`config.mk`:
```
export PLATFORM = sky130hd
export DESIGN_NAME = bpred_update_ctrl
export DESIGN_NICKNAME = d
export VERILOG_FILES = /design/src/rtl/bpred_update_ctrl.sv
export SDC_FILE = /design/constraint.sdc
export NUM_CORES = 1
export LEC_CHECK = 0
export BUFFER_PORTS_ARGS = -buffer_cell sky130_fd_sc_hd__buf_4
export CORE_MARGIN = 1.5
export CORE_UTILIZATION = 30
export CTS_BUF_LIST = sky130_fd_sc_hd__clkbuf_2
export DETAILED_ROUTE_END_ITERATION = 12
export PLACE_DENSITY = 0.48
export SYNTH_ARGS = -nofsm -noshare
export SYNTH_HDL_FRONTEND = slang
export SYNTH_SLANG_ARGS = --single-unit
```
`constraint.sdc`:
```
create_clock -name clk -period 3.7 [get_ports clk]
set_input_delay 0.74 -clock clk [delete_from_list [all_inputs] [get_ports clk]]
set_output_delay 0.74 -clock clk [all_outputs]
set_load 0.005 [all_outputs]
```
`src/rtl/bpred_update_ctrl.sv`:
```
// Branch-predictor update controller: queues resolved branches and retires them
// one at a time as a read-modify-write of the 2-bit direction counter plus a BTB write.
module bpred_update_ctrl #(
    parameter int QDEPTH = 4,
    parameter int IDXW   = 8
) (
    input  logic                      clk,
    input  logic                      reset,
    input  logic                      res_valid,
    output logic                      res_ready,
    input  logic [31:0]               res_pc,
    input  logic [31:0]               res_target,
    input  logic                      res_taken,
    input  logic                      flush,
    input  logic                      fetch_busy,
    output logic [IDXW-1:0]           tbl_addr,
    output logic                      tbl_rden,
    input  logic [1:0]                tbl_rdata,
    output logic                      tbl_wren,
    output logic [1:0]                tbl_wdata,
    output logic                      btb_wren,
    output logic [31:0]               btb_w_addr,
    output logic [31:0]               btb_w_data,
    output logic [$clog2(QDEPTH):0]   q_count
);
    localparam int PW = (QDEPTH > 1) ? $clog2(QDEPTH) : 1;
    localparam int CW = $clog2(QDEPTH) + 1;

    typedef enum logic [1:0] {IDLE, READ, WRITE} state_e;

    typedef struct packed {
        logic [31:0] pc;
        logic [31:0] tgt;
        logic        tkn;
    } entry_t;

    entry_t        fifo_q [QDEPTH];
    entry_t        head;
    logic [PW-1:0] wr_ptr_q, wr_ptr_d, rd_ptr_q, rd_ptr_d;
    logic [CW-1:0] cnt_q, cnt_d;
    logic [1:0]    ctr_q, ctr_d;
    state_e        state_q, state_d;
    logic          push, pop;

    assign head      = fifo_q[rd_ptr_q];
    assign res_ready = (cnt_q < CW'(QDEPTH));
    assign push      = res_valid && res_ready && !flush;
    assign pop       = tbl_wren;

    assign q_count    = cnt_q;
    assign tbl_addr   = head.pc[IDXW+1:2];
    assign btb_w_addr = head.pc;
    assign btb_w_data = head.tgt;
    assign tbl_wdata  = ctr_q;

    // ---------------- queue ----------------
    always_ff @(posedge clk) begin
        if (push) fifo_q[wr_ptr_q] <= '{pc: res_pc, tgt: res_target, tkn: res_taken};
    end

    always_comb begin
        wr_ptr_d = wr_ptr_q;
        rd_ptr_d = rd_ptr_q;
        cnt_d    = cnt_q;
        if (flush) begin
            wr_ptr_d = '0;
            rd_ptr_d = '0;
            cnt_d    = '0;
        end else begin
            if (push) wr_ptr_d = (wr_ptr_q == PW'(QDEPTH-1)) ? '0 : wr_ptr_q + 1'b1;
            if (pop)  rd_ptr_d = (rd_ptr_q == PW'(QDEPTH-1)) ? '0 : rd_ptr_q + 1'b1;
            case ({push, pop})
                2'b10:   cnt_d = cnt_q + 1'b1;
                2'b01:   cnt_d = cnt_q - 1'b1;
                default: cnt_d = cnt_q;
            endcase
        end
    end

    always_ff @(posedge clk or posedge reset) begin
        if (reset) begin
            wr_ptr_q <= '0;
            rd_ptr_q <= '0;
            cnt_q    <= '0;
        end else begin
            wr_ptr_q <= wr_ptr_d;
            rd_ptr_q <= rd_ptr_d;
            cnt_q    <= cnt_d;
        end
    end

    // Saturating counter update, captured while the table data is on tbl_rdata.
    always_comb begin
        ctr_d = ctr_q;
        if (state_q == READ) begin
            if (head.tkn) ctr_d = (tbl_rdata == 2'd3) ? 2'd3 : tbl_rdata + 2'd1;
            else          ctr_d = (tbl_rdata == 2'd0) ? 2'd0 : tbl_rdata - 2'd1;
        end
    end

    always_ff @(posedge clk or posedge reset) begin
        if (reset) ctr_q <= 2'd0;
        else       ctr_q <= ctr_d;
    end

    // ---------------- FSM ----------------
    always_ff @(posedge clk or posedge reset) begin
        if (reset) state_q <= IDLE;
        else       state_q <= state_d;
    end

    always_comb begin
        state_d = state_q;
        if (flush) begin
            state_d = IDLE;
        end else begin
            case (state_q)
                IDLE:    if (cnt_q != '0 && !fetch_busy) state_d = READ;
                READ:    state_d = WRITE;
                WRITE:   if (!fetch_busy) state_d = IDLE;
                default: state_d = IDLE;
            endcase
        end
    end

    always_comb begin
        tbl_rden = 1'b0;
        tbl_wren = 1'b0;
        btb_wren = 1'b0;
        if (!flush) begin
            case (state_q)
                IDLE:  tbl_rden = (cnt_q != '0) && !fetch_busy;
                WRITE: begin
                    tbl_wren = !fetch_busy;
                    btb_wren = !fetch_busy && head.tkn;
                end
                default: ;
            endcase
        end
    end
endmodule
```
Word level (Yosys, flattened, before mapping)
Memories as Yosys holds them, arrays and structs flattened.
Cells that the tools add are included.
Word-level totals
  logic and storage cells: 58
  bits of input ports: 72
  bits in writable memories: 260
  memories: 1
  output and inout port bits: 81
  flip-flop bits (word level): 11
Cells by class
  equal/unequal tests: 9
  magnitude comparators: 1
  add/sub/neg operators: 6
  multiplexer cells: 23
  reduce and logical (&&, ||, !) cells: 13
Memories
  fifo_q: words 4, bits a word 65, rd ports 1, clocked after memory_dff 0, write ports 1, line 37  | entry_t fifo_q [QDEPTH];
Operators with widths (count)
  $mux 2: 12
  $eq 2x2->1 const B: 5
  $mux 1: 8
  $add 2x1->2 const B: 3
  $ne 3x3->1 const B: 2
  $pmux 2 s3: 1
  $pmux 3 s2: 1
  $reduce_bool 3->1: 2
  $eq 2x1->1 const B: 2
  $logic_and 1x1->1: 4
  $logic_not 2->1: 2
  $reduce_bool 2->1: 2
  $add 3x1->3 const B: 1
  $lt 3x3->1 const B: 1
  $mux 3: 1
  $sub 3x1->3 const B: 1
  $logic_not 1->1: 2
  $reduce_and 2->1: 1
  $sub 2x1->2 const B: 1

Depth between registers and ports, before layout
Gate-level depths: netlist (run 1).
  depth after elaboration: 6
  mapped depth: 8
  mapped depth without buffers: 7

Least setup slack after synthesis (run 1)
Ideal clock, no wire load.
  kind: input-to-reg
  start: input flush
  end: memory fifo_q[0][0] (netlist name), enable pin
  path buffers: 1
  required time: 3.270 ns
  setup time: 0.430 ns
  setup slack: 0.619 ns
  arrival: 2.651 ns
  stages on the path: 3
  path through: clkbuf_1 -> nor2_1 -> and2_1
On the way
  word-level cells in the longest chain between the ends: 4
RTL lines
  start: declaration: line 14  | input logic flush,
  $logic_not 1->1
  $logic_and 1x1->1: line 47  | assign push = res_valid && res_ready && !flush;
  $mux 1: line 58  | if (push) fifo_q[wr_ptr_q] <= '{pc: res_pc, tgt: res_target, tkn: res_taken};
  $mux 1 (not written as such): line 58
  end: declaration: line 37
Every way passes these cells.

Worst setup path in the final report (run 1)
  start: register rd_ptr_q[0]
  end: output btb_w_addr[5]
On the way
  word-level cells in the longest chain between the ends: 1
RTL lines
  start: declaration: line 39  | logic [PW-1:0] wr_ptr_q, wr_ptr_d, rd_ptr_q, rd_ptr_d;
  start signal: assignment: line 87  | rd_ptr_q <= rd_ptr_d;
  $mem_v2 4x65
  end: declaration: line 22  | output logic [31:0] btb_w_addr,
Every way passes these cells.

==> out/metrics.csv, run 1 <==
metric,value,unit
drt first pass iters,4,
gr usage total,12.60,%
Port Buf Inserts,152,
"commonest non-fill, non-tap cells in the layout","260 x edfxtp_1, 153 x buf_4, 104 x clkbuf_2",
Worst-Skew Late Latency,0.84,ns
vias in the first global route,5786,
# DRC,0,
max-cap violations,0,
count of final max-slew check failures,0,
layout cells sized above 1,48.53,%
worst rel slew slack,53.22,%
RSZ-0062 raised after global routing,false,
Most common cell on crit path,buf_4,
root buffer cell,clkbuf_2,
"commonest non-fill, non-tap cell in the layout",edfxtp_1,
Hold Fails Final Rpt,0,
synth warn,0,
flop and latch count out of synthesis,271,
worst-margin pin slew,0.7017,ns
Required @ worst endpoint,2.96,ns
endpoint class of the critical path,output port,
vias per std cell,4.421,
clock sink total,271,
M2 GR Usage,21.27,%
chip width,186.2,µm
Crit-path slowest cell,dfrtp_4,
Placed Area,11750,µm²
Placeable Area,32780,µm²
Worst R2R Start,q_count[2],
initial antenna violation count,2,
syn nets,494,
DP Wirelength,12100,µm
drt total wl,21150,µm
Worst setup endpoint,btb_w_addr[5],
initial drt markers,197,
wire per inst,18.26,µm
PwrDens,460.4,nW/µm²
Final setup viols,0,
Reg-to-Reg End,fifo_q[2][11],
hold_ws,0.1292,ns
grt total ovfl,0,
Peak VDD IR,0.2030,mV
PnR worst setup slack,0.3345,ns
R2R depth,4,
Worst Setup Start Kind,flop,
CP max stage delay,0.75,ns
flop2flop setup slack,1.31,ns
Hold Path Class,in2reg,
Std-Cell Rows,66,
Worst Skew,0.09881,ns
"worst slack, placed",0.8765,ns
outcome,"complete, no violations",
Post-Syn Area,10070,µm²
Final Cycle Share,90.96,%
met3 GRT Util,5.160,%
Synth Instances,416,
Die H,186.2,µm
Crit Path Class,reg2out,
critical-path cell list,buf_4 -> mux4_2 -> buf_4,
number of distinct library cells after synthesis,30,
Final Cell Area,12750,µm²
Final #Nets,740,
area grow syn2layout,26.56,%
register area share after synthesis,80.24,%
first-pass GRT wire length,32010,µm
TritonCTS clock tree,done,
min Tclk post-route,3.366,ns
IO Pins,153,
Crit. Startpoint,rd_ptr_q[0],
Antenna Nets Post-Route,0,
TritonCTS buffer count,75,
DIE AREA,34690,µm²
LEAKAGE,4.459,nW
Peak Freq,297.1,MHz
Routability Congestion,0.6863,
grt peak-use layer,met2,
Clock transition at path regs,0.09,ns
post-cts sizing count,0,
Tot Pwr,5.869,mW
syn_area_per_cell,24.21,µm²
largest net degree at the start of global routing,42,
met1 usage in global routing,13.85,%
CP Max Fanout,20,
Initial Utilization,30.73,%
Crit path arrival time,2.63,ns
htree depth,3,
Setup TNS Final,0,ns
Vias,5120,
Clock Path Buffers,3,
[per-stage QoR]
step | instances | util [%]
2_1_floorplan | 416 | -
3_3_place_gp | 991 | 35.83
3_5_place_dp | 991 | 35.83
4_1_cts | 1157 | 38.88
5_1_grt | 1158 | 38.89
6_report | 1158 | 38.89
[state kept, by name (all words and copies together) (netlist names)]
register and flops:
rd_ptr_q 2, state_q 2, wr_ptr_q 2, fifo_q 260, tbl_wdata 2, q_count 3
[Yosys cell counts]
| master | number | area share, % |
|---|---|---|
| a21boi_0 | 1 | 0.075 |
| a21oi_1 | 4 | 0.20 |
| a221oi_1 | 1 | 0.087 |
| and2_1 | 5 | 0.31 |
| and3_1 | 2 | 0.12 |
| buf_1 | 3 | 0.11 |
| buf_2 | 7 | 0.35 |
| buf_4 | 12 | 0.89 |
| buf_6 | 2 | 0.22 |
| clkbuf_1 | 2 | 0.075 |
| dfrtp_1 | 11 | 2.7 |
| edfxtp_1 | 260 | 78 |
| fa_1 | 1 | 0.20 |
| ha_1 | 5 | 0.62 |
| inv_1 | 4 | 0.15 |
| mux2i_1 | 3 | 0.30 |
| mux4_2 | 65 | 15 |
| nand2_1 | 4 | 0.15 |
| nand2b_1 | 2 | 0.12 |
| nand3b_1 | 1 | 0.075 |
| nor2_1 | 10 | 0.37 |
| nor3_1 | 3 | 0.15 |
| nor4_1 | 1 | 0.062 |
| o21ai_0 | 1 | 0.050 |
| o21ai_1 | 1 | 0.050 |
| o21bai_1 | 1 | 0.075 |
| o31ai_1 | 1 | 0.075 |
| or3b_1 | 1 | 0.087 |
| xnor2_1 | 1 | 0.087 |
| xor2_2 | 1 | 0.16 |
[kinds of logic (layout without fill, tap and decap cells)]
| kind of cell | Yosys count | in the layout | share of synthesized area, % |
|---|---|---|---|
| AND/OR/NAND/NOR | 29 | 29 | 1.453 |
| buffers and inverters | 30 | 329 | 1.801 |
| other | 0 | 1 | 0 |
| multiplexers | 68 | 68 | 14.83 |
| adder cells (fa/ha/maj) | 6 | 6 | 0.8198 |
| XOR/XNOR | 2 | 2 | 0.2485 |
| AO/OA/AOI/OAI | 10 | 10 | 0.6086 |
| flip-flops | 271 | 271 | 80.24 |
[final cells by class]
type                       instances  area, µm²
inverter                           4      15.01
fill                            3034      20040
clock inverter                    26      108.9
timing repair buffer             195       1639
clock buffer                     104      520.5
antenna                            1      2.502
multi-input combinational        115       1819
sequential                       271       8090
tap                              442      553.0
[where the power goes]
group / internal (mW) / switching (mW) / total [mW] / leakage (nW)
clock: 0.764 / 1.19 / 1.95 / 0.496
combinational: 0.237 / 0.189 / 0.426 / 1.46
sequential: 3.46 / 0.0352 / 3.49 / 2.50
total: 4.46 / 1.41 / 5.87 / 4.46
[worst min path at each step]
stage              startpoint            end  slack [ns]  cells after the start
2_1_floorplan    tbl_wdata[1]   tbl_wdata[1]        0.47                      2
3_3_place_gp     tbl_wdata[1]   tbl_wdata[1]        0.48                      2
3_5_place_dp     tbl_wdata[0]   tbl_wdata[0]        0.49                      2
4_1_cts         res_target[6]   fifo_q[1][7]      0.0008                      1
5_1_grt        res_target[17]  fifo_q[1][18]       0.008                      1
6_report           res_pc[12]  fifo_q[1][45]        0.13                      1
[per-layer routing]
| layer | vias up | part of all wire, % |
|---|---|---|
| met4 | 2 | 2.4 |
| met1 | 2620 | 39 |
| met2 | 173 | 50 |
| met3 | 48 | 8.1 |
| li1 | 2277 | - |
| met5 | - | 0.057 |
[worst max-delay path, delay by kind of cell, from the launching register on]
kind | cells | cell delay, ns
flip-flops | 1 | 0.75
buffers and inverters | 2 | 0.48
multiplexers | 1 | 0.54
[what timing repair did]
item / 4_1_cts / 5_1_grt
setup endpoints to repair: 37 / 0
hold buffers: 35 / 0
setup buffers: 1 / 0
hold endpoints to repair: 145 / 0
No activity file was read; power rests on OpenSTA's default activity.
==> run 2, diff against run 1 <==
--- a/config.mk
+++ b/config.mk
@@ -5,12 +5,13 @@
 export SDC_FILE = /design/constraint.sdc
 export NUM_CORES = 1
 export LEC_CHECK = 0
+export ABC_AREA = 1
 export BUFFER_PORTS_ARGS = -buffer_cell sky130_fd_sc_hd__buf_4
 export CORE_MARGIN = 1.5
 export CORE_UTILIZATION = 30
 export CTS_BUF_LIST = sky130_fd_sc_hd__clkbuf_2
 export DETAILED_ROUTE_END_ITERATION = 12
-export PLACE_DENSITY = 0.48
+export PLACE_DENSITY = 0.47
 export SYNTH_ARGS = -nofsm -noshare
 export SYNTH_HDL_FRONTEND = slang
 export SYNTH_SLANG_ARGS = --single-unit
==> run 2 against run 1 <==
  * Power increased by 4.4%
  * Non-clock buffer count decreased by 26
  * Flip-flop and latch count unchanged
  * Sequential power about the same
  * Register-to-register slack improved by 0.16 ns
  * Die area increased by 2.7%
  * Wire length increased by 19%
  * Clock power increased by 7%
==> out/metrics.csv, run 2 <==
metric,value,unit,change
outcome,"complete, no violations",,
Placeable Area,33700,µm²,+2.8%
DIE AREA,35610,µm²,+2.7%
Net Sw Power,1.534,mW,+8.7%
Worst Setup Start Kind,flop,,
"Primary FF master, synth",edfxtp_1,,
Synth Instances,734,,+76%
gr usage total,13.97,%,+1.4 points
"count leader, synth",edfxtp_1,,
first-pass GRT wire length,38140,µm,+19%
endpoint class of the critical path,output port,,
met1 usage in global routing,17.63,%,+3.8 points
multi-input logic area,1946,µm²,+6.9%
area grow syn2layout,22.52,%,
Antenna Nets Post-Route,0,,unchanged
Finished Layout Cells,1424,,+23%
Final #Nets,1008,,+36%
drt total wl,25190,µm,+19%
min Tclk post-route,3.289,ns,-0.07649 ns
clock power share,34.0,%,+0.8 points
CP max stage delay,0.69,ns,-0.06 ns
syn nets,812,,+64%
Util after Layout,37.61,%,-1.3 points
register area share after synthesis,78.12,%,-2.1 points
post-synth top area share,75.46,%,-2.0 points
Worst-Skew Late Latency,0.79,ns,-0.05 ns
CP Max Fanout,76,,+280%
Initial Utilization,30.70,%,about the same
Seq pwr share,57.3,%,-2.2 points
htree depth,3,,unchanged
Fill cells,3328,,+9.7%
met3 GRT Util,3.874,%,-1.3 points
Port Buf Inserts,152,,unchanged
TritonCTS clock tree,done,,
Worst Skew,0.04620,ns,-0.05260 ns
DP Wirelength,13790,µm,+14%
syn_area_per_cell,14.10,µm²,-42%
Crit-path slowest cell,dfrtp_4,,
Post-Syn Area,10350,µm²,+2.7%
register bank with the most flops,fifo_q,,
LEAKAGE,4.659,nW,+4.5%
Routability Congestion,0.7348,,+7.1%
# DRC,0,,unchanged
critical-path cell list,inv_4 -> buf_12 -> o21ai_0 -> o22ai_1 -> buf_4,,
layout cells sized above 1,30.52,%,-18 points
flop and latch count out of synthesis,271,,unchanged
hold_ws,0.1251,ns,-0.004090 ns
Hold Path Class,in2reg,,
Required @ worst endpoint,2.96,ns,about the same
CP top delay family,flip-flops,,
Peak Freq,304.0,MHz,+2.3%
Final setup viols,0,,unchanged
Placed Area,12000,µm²,+2.2%
number of distinct library cells after synthesis,26,,-13%
M2 GR Usage,22.84,%,+1.6 points
"commonest non-fill, non-tap cell in the layout",edfxtp_1,,
Sw Share,25.03,%,+0.99 points
count of final max-slew check failures,0,,unchanged
"commonest non-fill, non-tap cells in the layout","260 x edfxtp_1, 162 x buf_4, 135 x nor2_1",,
Hold Fails Final Rpt,0,,unchanged
Std-Cell Rows,67,,+1.5%
placed cells,1299,,+31%
PwrDens,483.6,nW/µm²,+5.0%
worst-margin pin slew,0.7331,ns,+0.03138 ns
RSZ-0062 raised after global routing,false,,
Crit path arrival time,2.55,ns,-0.08 ns
"top cells by count, synth","260 x edfxtp_1, 139 x nor2_1, 94 x o21ai_0, 64 x o22ai_1, 40 x o21ai_1",,
Die H,188.7,µm,+1.3%
root buffer cell,clkbuf_2,,
vias per std cell,4.551,,+2.9%
top cell type by total area after synthesis,edfxtp_1,,
initial drt markers,348,,+77%
Combinational Power Share,8.8,%,+1.5 points
"FFs w/ async S/R, synth",4.059,%,unchanged
chip width,188.7,µm,+1.3%
worst rel slew slack,51.13,%,-2.1 points
Clock transition at path regs,0.10,ns,about the same
Setup TNS Final,0,ns,unchanged
Bufs and invs on worst path,3,,+1
max-cap violations,0,,unchanged
Largest register FFs,260,,unchanged
storage element area,8088,µm²,about the same
drt first pass iters,4,,unchanged
Clock Path Buffers,3,,unchanged
Peak VDD IR,0.1773,mV,-13%
grt peak-use layer,met2,,
synth warn,0,,unchanged
TritonCTS buffer count,75,,unchanged
Final Cell Area,12680,µm²,-0.57%
clock sink total,271,,unchanged
P_int,4.595,mW,+3.1%
initial antenna violation count,3,,+1
Vias,6480,,+27%
post-cts sizing count,0,,unchanged
Crit Path Class,reg2out,,
IO Pins,153,,unchanged
wire per inst,17.69,µm,-3.1%
Post-synth EDFFs,260,,unchanged
Area contributors post-synth,"edfxtp_1 75%, nor2_1 5.0%, o21ai_0 4.5%",,
vias in the first global route,6602,,+14%
grt total ovfl,0,,unchanged
largest net degree at the start of global routing,77,,+83%
Final Cycle Share,88.89,%,-2.1 points
-- run 2: through the flow --
| step | worst slack [ns] | total power [mW] |
|---|---|---|
| global placement | 1.031 | 4.125 |
| CTS | 0.06119 | 6.255 |
| finish | 0.4110 | 6.130 |
| detailed placement | 0.9895 | 4.129 |
| global route | 0.1636 | 6.478 |
| floorplan | -0.6402 | 3.813 |
-- run 2: what timing repair did --
action / 4_1_cts / 5_1_grt
setup buffers: 0 / 1
endpoints found under the setup margin: 0 / 2
hold endpoints to repair: 11 / 0
hold buffers: 1 / 0
-- run 2: layer usage --
layer,vias up,wire length [µm],share of wire (%)
li1,3153,-,-
met1,3118,11180,44
met2,159,12110,48
met3,50,1416,5.6
met4,0,478,1.9
met5,-,0,0
-- run 2: kinds of logic after synthesis --
family                     synth area share (%)
DFF                                       78.12
AOI/OAI and AO/OA                         10.91
and+or+nand+nor                           6.809
buffers and inverters                     3.362
adders and majority gates                0.7982
-- run 2: worst reg2reg max path, cell delays in order, from the launching register on --
cell and delay (ns):
dfrtp_1 0.48, nor3_1 0.36, inv_1 0.25, nor2_4 0.14
buf_4 0.56
-- run 2: path summary, 6_finish.rpt --
path | end | cells past startpoint | slack, ns | from
setup / recovery | btb_w_data[2] | 5 | 0.41 | rd_ptr_q[0]
hold / removal | fifo_q[3][6] | 1 | 0.13 | res_target[5]
setup reg to reg | fifo_q[1][30] | 4 | 1.47 | q_count[2]
hold reg to reg | tbl_wdata[0] | 2 | 0.49 | tbl_wdata[0]
max in group asynchronous | rd_ptr_q[0] | 3 | 2.80 | reset
min in group asynchronous | tbl_wdata[0] | 3 | 0.50 | reset
-- run 2: cell type report --
class / instances / area share (%)
antenna: 3 / 0.05922
clock buffer: 105 / 4.146
clock inverter: 15 / 0.8686
inverter: 24 / 0.7304
multi-input combinational: 389 / 15.35
sequential: 271 / 63.80
tap: 448 / 4.422
timing repair buffer: 169 / 10.62
-- run 2: power by group through the flow --
stage | clock [mW] | combinational [mW] | sequential [mW]
2_1_floorplan | 0 | 0.237 | 3.58
3_3_place_gp | 0 | 0.540 | 3.59
3_5_place_dp | 0 | 0.543 | 3.59
4_1_cts | 2.19 | 0.545 | 3.52
5_1_grt | 2.35 | 0.604 | 3.52
6_report | 2.08 | 0.537 | 3.51
